## config.mk

```make
export PLATFORM = sky130hd
export DESIGN_NAME = systolic_ctrl_flat
export DESIGN_NICKNAME = d
export VERILOG_FILES = /design/src/rtl/systolic_pkg.sv /design/src/rtl/systolic_ctrl_if.sv /design/src/rtl/systolic_ctrl_carry_mask_gen.sv /design/src/rtl/systolic_ctrl.sv /design/src/flat_wrapper.sv
export SDC_FILE = /design/constraint.sdc
export NUM_CORES = 1
export LEC_CHECK = 0
export BUFFER_PORTS_ARGS = -buffer_cell sky130_fd_sc_hd__buf_2
export CELL_PAD_IN_SITES_DETAIL_PLACEMENT = 0
export CELL_PAD_IN_SITES_GLOBAL_PLACEMENT = 1
export CORE_MARGIN = 1
export CORE_UTILIZATION = 30
export CTS_CLUSTER_DIAMETER = 150
export DETAILED_ROUTE_END_ITERATION = 8
export GPL_TIMING_DRIVEN = 0
export PLACE_DENSITY = 0.7
export SYNTH_ARGS = -nofsm -noshare
export SYNTH_HDL_FRONTEND = slang
export SYNTH_SLANG_ARGS = --single-unit
```

## constraint.sdc

```tcl
create_clock -name clock -period 4.62 [get_ports clock]
set_clock_uncertainty 0.15 [all_clocks]
set_input_delay 0.462 -clock clock [delete_from_list [all_inputs] [get_ports clock]]
set_output_delay 0.462 -clock clock [all_outputs]
set_load 0.05 [all_outputs]
```

## src/rtl/systolic_pkg.sv

```systemverilog
// systolic_pkg: shared state type, k_len width and drain length helper for systolic_ctrl
package systolic_pkg;
  typedef enum logic [2:0] {IDLE, CLEAR, FEED, DRAIN, READOUT, DONE} ctrl_state_t;
  localparam int K_W = $clog2(256 + 1);
  function automatic int drain_cycles(input int rows, input int cols);
    return rows + cols - 1;
  endfunction
endpackage

```

## src/rtl/systolic_ctrl_if.sv

```systemverilog
// systolic_ctrl_if: host command, operand buffer, PE control and result handshake bundle
interface systolic_ctrl_if import systolic_pkg::*; #(
  parameter int COLS = 4,
  parameter int ADDR_W = 8,
  parameter int KW = K_W,
  parameter int CW = COLS > 1 ? $clog2(COLS) : 1
) ();
  logic start;
  logic [KW-1:0] k_len;
  logic busy;
  logic done;
  logic rd_en;
  logic [ADDR_W-1:0] rd_addr;
  logic op_valid;
  logic pe_clear;
  logic pe_load;
  logic [COLS-1:0] pe_carry_en;
  logic out_valid;
  logic out_ready;
  logic [CW-1:0] out_col;
  logic [31:0] perf_cycles;
  modport master (
    input start, k_len, out_ready,
    output busy, done, rd_en, rd_addr, op_valid, pe_clear, pe_load, pe_carry_en, out_valid, out_col, perf_cycles
  );
  modport slave (
    output start, k_len, out_ready,
    input busy, done, rd_en, rd_addr, op_valid, pe_clear, pe_load, pe_carry_en, out_valid, out_col, perf_cycles
  );
endinterface

```

## src/rtl/systolic_ctrl_carry_mask_gen.sv

```systemverilog
// carry_mask_gen: column index to thermometer mask with bits above the index set
module carry_mask_gen #(
  parameter int COLS = 4,
  parameter int CW = COLS > 1 ? $clog2(COLS) : 1
) (
  input  logic [CW-1:0]   col,
  output logic [COLS-1:0] mask
);
  for (genvar j = 0; j < COLS; j++) begin : g_bit
    assign mask[j] = CW'(j) > col;
  end
endmodule

```

## src/rtl/systolic_ctrl.sv

```systemverilog
// systolic_ctrl: clear/feed/drain/readout sequencer for a systolic MAC array (SYSTOLIC_CTRL_PERF_EN adds a job cycle counter)
module systolic_ctrl import systolic_pkg::*; #(
  parameter int ROWS = 4,
  parameter int COLS = 4,
  parameter int KMAX = 256,
  parameter int ADDR_W = 8
) (
  input logic clock,
  input logic reset,
  systolic_ctrl_if.master bus
);
  localparam int KW = $clog2(KMAX + 1);
  localparam int CW = COLS > 1 ? $clog2(COLS) : 1;
  localparam int DW = $clog2(drain_cycles(ROWS, COLS) + 1);
  localparam int XW = (KW > ADDR_W ? KW : ADDR_W) + 1;
  ctrl_state_t st;
  logic [KW-1:0] k_q;
  logic [DW-1:0] d_cnt;
  logic [CW-1:0] col_nxt;
  logic [COLS-1:0] mask;
  logic xfer, last_addr, last_drain, last_col;
  always_comb begin
    xfer = bus.out_valid && bus.out_ready;
    last_addr = XW'(bus.rd_addr) + XW'(1) == XW'(k_q);
    last_drain = d_cnt == DW'(drain_cycles(ROWS, COLS) - 1);
    last_col = bus.out_col == CW'(COLS - 1);
    col_nxt = st != READOUT || (xfer && last_col) ? '0 : xfer ? bus.out_col + CW'(1) : bus.out_col;
  end
  carry_mask_gen #(.COLS(COLS), .CW(CW)) u_mask (.col(col_nxt), .mask(mask));
  always_ff @(posedge clock) begin
    bus.op_valid <= bus.rd_en;
    if (reset) begin
      st <= IDLE;
      k_q <= '0;
      d_cnt <= '0;
      bus.busy <= 1'b0;
      bus.done <= 1'b0;
      bus.rd_en <= 1'b0;
      bus.rd_addr <= '0;
      bus.op_valid <= 1'b0;
      bus.pe_clear <= 1'b0;
      bus.pe_load <= 1'b1;
      bus.pe_carry_en <= '0;
      bus.out_valid <= 1'b0;
      bus.out_col <= '0;
    end else begin
      case (st)
        IDLE: if (bus.start) begin
          st <= CLEAR;
          k_q <= bus.k_len > KW'(KMAX) ? KW'(KMAX) : bus.k_len;
          bus.busy <= 1'b1;
          bus.pe_clear <= 1'b1;
          bus.pe_load <= 1'b0;
        end
        CLEAR: begin
          st <= k_q == '0 ? DRAIN : FEED;
          bus.pe_clear <= 1'b0;
          bus.rd_en <= k_q != '0;
          d_cnt <= '0;
        end
        FEED: if (last_addr) begin
          st <= DRAIN;
          bus.rd_en <= 1'b0;
          bus.rd_addr <= '0;
        end else bus.rd_addr <= bus.rd_addr + ADDR_W'(1);
        DRAIN: if (last_drain) begin
          st <= READOUT;
          bus.out_valid <= 1'b1;
          bus.pe_load <= 1'b1;
          bus.pe_carry_en <= mask;
          bus.out_col <= col_nxt;
        end else d_cnt <= d_cnt + DW'(1);
        READOUT: begin
          bus.out_col <= col_nxt;
          bus.pe_carry_en <= xfer && last_col ? '0 : mask;
          if (xfer && last_col) begin
            st <= DONE;
            bus.out_valid <= 1'b0;
            bus.done <= 1'b1;
          end
        end
        DONE: begin
          st <= IDLE;
          bus.done <= 1'b0;
          bus.busy <= 1'b0;
        end
        default: st <= IDLE;
      endcase
    end
  end
`ifdef SYSTOLIC_CTRL_PERF_EN
  always_ff @(posedge clock) begin
    if (reset) bus.perf_cycles <= '0;
    else if (st == IDLE && bus.start) bus.perf_cycles <= 32'd1;
    else if (st != IDLE && st != DONE && bus.perf_cycles != '1) bus.perf_cycles <= bus.perf_cycles + 32'd1;
  end
`else
  assign bus.perf_cycles = '0;
`endif
endmodule

```

## src/flat_wrapper.sv

```systemverilog
// flat-port wrapper written by rule: the top's interface ports become plain ports
module systolic_ctrl_flat import systolic_pkg::*;
#(
  parameter int ROWS = 4,
  parameter int COLS = 4,
  parameter int KMAX = 256,
  parameter int ADDR_W = 8
)
  (clock, reset, bus_start, bus_k_len, bus_out_ready, bus_busy, bus_done, bus_rd_en, bus_rd_addr, bus_op_valid, bus_pe_clear, bus_pe_load, bus_pe_carry_en, bus_out_valid, bus_out_col, bus_perf_cycles);
  systolic_ctrl_if #(.COLS(COLS), .ADDR_W(ADDR_W), .KW(9), .CW(2)) bus_i ();
  input logic clock;
  input logic reset;
  input wire logic [$bits(bus_i.start)-1:0] bus_start;
  input wire logic [$bits(bus_i.k_len)-1:0] bus_k_len;
  input wire logic [$bits(bus_i.out_ready)-1:0] bus_out_ready;
  output wire logic [$bits(bus_i.busy)-1:0] bus_busy;
  output wire logic [$bits(bus_i.done)-1:0] bus_done;
  output wire logic [$bits(bus_i.rd_en)-1:0] bus_rd_en;
  output wire logic [$bits(bus_i.rd_addr)-1:0] bus_rd_addr;
  output wire logic [$bits(bus_i.op_valid)-1:0] bus_op_valid;
  output wire logic [$bits(bus_i.pe_clear)-1:0] bus_pe_clear;
  output wire logic [$bits(bus_i.pe_load)-1:0] bus_pe_load;
  output wire logic [$bits(bus_i.pe_carry_en)-1:0] bus_pe_carry_en;
  output wire logic [$bits(bus_i.out_valid)-1:0] bus_out_valid;
  output wire logic [$bits(bus_i.out_col)-1:0] bus_out_col;
  output wire logic [$bits(bus_i.perf_cycles)-1:0] bus_perf_cycles;
  assign bus_i.start = bus_start;
  assign bus_i.k_len = bus_k_len;
  assign bus_i.out_ready = bus_out_ready;
  assign bus_busy = bus_i.busy;
  assign bus_done = bus_i.done;
  assign bus_rd_en = bus_i.rd_en;
  assign bus_rd_addr = bus_i.rd_addr;
  assign bus_op_valid = bus_i.op_valid;
  assign bus_pe_clear = bus_i.pe_clear;
  assign bus_pe_load = bus_i.pe_load;
  assign bus_pe_carry_en = bus_i.pe_carry_en;
  assign bus_out_valid = bus_i.out_valid;
  assign bus_out_col = bus_i.out_col;
  assign bus_perf_cycles = bus_i.perf_cycles;
  systolic_ctrl #(.ROWS(ROWS), .COLS(COLS), .KMAX(KMAX), .ADDR_W(ADDR_W)) u_core (.clock(clock), .reset(reset), .bus(bus_i));
endmodule
```

==> qor.yml <==
run_status:
  status: "completed"
critical_path:
  r2r_start: "u_core.bus.rd_addr[0]"
  crit_required_ps: 4670
  startpoint: "u_core.bus.rd_addr[0]"
  startpoint_type: "flop"
  r2r_cells: 7
  critPathKind: "flop to flop"
  critPathCaptureType: "flop"
  cp_max_fo: 10
  worstPathArrival_ps: 2460
die:
  die_h_um: 85.7
  num_io_pins: 66
  core-area_sq_um: 6790
  row_count: 30
  die-area_sq_um: 7350
  fp.dieW_um: 85.7
  initial_core_util: 0.310
detailed_routing:
  drt-met1-wl_mm: 2.33
  drc: 0
  wl_met3_um: 292
  first_pass_iters: 6
  routedWlPerCell_um: 11.2
  drt-total-wl_mm: 4.80
  drtIter0Drc: 91
  vias: 1890
  route.met2.wl_mm: 2.13
  via_per_inst: 4.42
  highest_layer: "met4"
  postRouteAntennaNets: 0
clocking:
  cts_buffers: 5
  hold_buffers: 0
  clock_latency_ps: 290
  cts_sinks: 35
  clk_pin_slew_ps: 80
  tritoncts: "yes"
  cts-resized-gates: 0
  cts_setup_buffers: 0
  cts-htree-levels: 2
  clockBufferDepth: 2
  cts-root-buf: "clkbuf_8"
sta:
  setup_tns_ps: 0
  setup_viol: 0
  fin_crit_sh: 0.520
  worst_slack_ps: 2220
  tightest_slew_ps: 1170
  finalHoldViolations: 0
  fmax_mhz: 416
  maxSlewViolCount: 0
  rsz0062_at_grt: "no"
  relSlewSlack: 0.213
  period_minus_slack_ps: 2400
cells_and_area:
  final_util: 0.380
  diodes: 0
  drive_gt1_frac: 0.244
  area.growth.synth_to_final_pct: 22.8
  nets: 348
placed_design:
  dp_slack_ps: 2210
  dp.final_hpwl_mm: 3.54
  portBuffers: 31
  gp_congestion: 0.814
min_path:
  whs_path_depth: 3
  hold_class: "primary input to flop"
  hp-start: "bus_k_len[3]"
logic_synthesis:
  synth_edf_count: 0
  syn_area_sq_um: 2100
  netlist_instances: 261
  ys_types: 45
  ys_seq_area_frac: 0.333
  ys_warn_count: 0
  syn_avg_cell_area_sq_um: 8.06
  ys_ff_latch: 35
  async_flop_share: 0
  ys.flop_type: "dfxtp_1"
power_and_ir_drop:
  max-vdd-ir-drop_uv: 158
  power.leakage_uw: 0.00115
  p_per_area_nw_per_um2: 381
global_routing:
  antenna_found_initial: 0
  first_global_vias: 1668
  groute.usage.overall: 0.137
  grt_pass1_wl_mm: 7.93
  overflow: 0
  grt_max_degree: 12
run:
  maxCapViolations: 0
-- cells in the mapped netlist, types with 2 or more instances --
cell type | n | area [sq um]
nand2_1 | 30 | 113
a21oi_1 | 30 | 150
a21boi_0 | 2 | 15.0
and3_1 | 2 | 12.5
nand2b_1 | 2 | 12.5
nor3_1 | 7 | 35.0
nor4_1 | 2 | 12.5
clkbuf_1 | 6 | 22.5
and2_2 | 2 | 15.0
nor2_1 | 14 | 52.6
nor3b_1 | 2 | 15.0
nand3b_1 | 9 | 67.6
and2_1 | 5 | 31.3
ha_1 | 4 | 50.1
nand3_1 | 10 | 50.1
buf_4 | 34 | 255
inv_1 | 5 | 18.8
o21ai_0 | 12 | 60.1
o21a_1 | 3 | 22.5
buf_2 | 2 | 10.0
a221oi_1 | 2 | 17.5
nor2b_1 | 6 | 37.5
a31oi_1 | 2 | 12.5
xnor2_1 | 7 | 61.3
dfxtp_1 | 35 | 701
nand4_4 | 2 | 42.5
nand4_1 | 3 | 18.8
xor2_1 | 4 | 35.0
-- worst max-delay path, stage by stage (launching register included) --
cell,delay (ps)
dfxtp_1,450
ha_1,350
nand3_1,130
o21a_1,210
nor4b_4,300
nand4_4,220
a2111o_1,450
o31ai_1,60
-- final cells by class --
class                      instances  area, sq um
fill                             720         4210
multi-input combinational        211         1220
sequential                        35          701
buffer                            42          288
timing repair buffer              31          155
tap                               96          120
clock buffer                       6         72.6
inverter                           5         18.8
clock inverter                     2         12.5
-- worst paths after layout --
| check | end | slack, ps |
|---|---|---|
| min | u_core.k_q[3] | 290 |
| min reg2reg | u_core.bus.pe_carry_en[2] | 330 |
| max reg2reg | u_core.st[0] | 2220 |
| max | u_core.st[0] | 2220 |
-- state kept, by name, indices dropped and copies added (netlist names), 2 cells and up --
signal                  flops
u_core.st                   3
u_core.bus.pe_carry_en      3
u_core.bus.out_col          2
u_core.bus.rd_addr          8
u_core.d_cnt                3
u_core.k_q                  9
-- stage by stage --
step / hold WS (ps) / power [uW] / cell area, sq um / std cells
floorplan: 307 / 689 / 2220 / 293
global placement: 294 / 767 / 2500 / 420
detailed placement: 312 / 771 / 2500 / 420
CTS: 282 / 997 / 2580 / 428
global route: 298 / 1050 / 2580 / 428
finish: 290 / 985 / 2580 / 428
-- per-layer routing --
| layer | GRT usage | vias up |
|---|---|---|
| met2 | 0.217 | 57 |
| met4 | 0.0470 | 0 |
| met3 | 0.0318 | 4 |
| met5 | 0 | - |
| met1 | 0.182 | 839 |
| li1 | - | 990 |
-- kinds of logic (layout without fill, tap and decap cells) --
family          count (synthesis)  in the layout  synth area share
compound gates                 61             61             0.170
xor+xnor                       11             11            0.0458
fa+ha+maj                       4              4            0.0238
buf+inv                        47             86             0.146
flops                          35             35             0.333
mux                             1              1           0.00476
other cells                     1             33           0.00178
simple gates                  101            101             0.275
-- power breakdown --
group / total (uW) / internal [uW] / switching, uW / leakage, uW
combinational: 395 / 117 / 277 / 0.000829
sequential: 367 / 335 / 32.4 / 0.000284
clock: 223 / 105 / 117 / 0.0000412
-- cells in the final DEF, fill, tap and decap left out, types with 3 or more instances in the layout --
| cell type | instances |
|---|---|
| dfxtp_1 | 35 |
| buf_4 | 34 |
| buf_2 | 33 |
| conb_1 | 33 |
| nand2_1 | 30 |
| a21oi_1 | 30 |
| nor2_1 | 14 |
| o21ai_0 | 12 |
| nand3_1 | 10 |
| nand3b_1 | 9 |
| clkbuf_1 | 7 |
| nor3_1 | 7 |
| xnor2_1 | 7 |
| nor2b_1 | 6 |
| inv_1 | 5 |
| and2_1 | 5 |
| clkbuf_8 | 5 |
| xor2_1 | 4 |
| ha_1 | 4 |
| o21a_1 | 3 |
| nand4_1 | 3 |
Note: power is estimated with default switching activity, not from simulation.
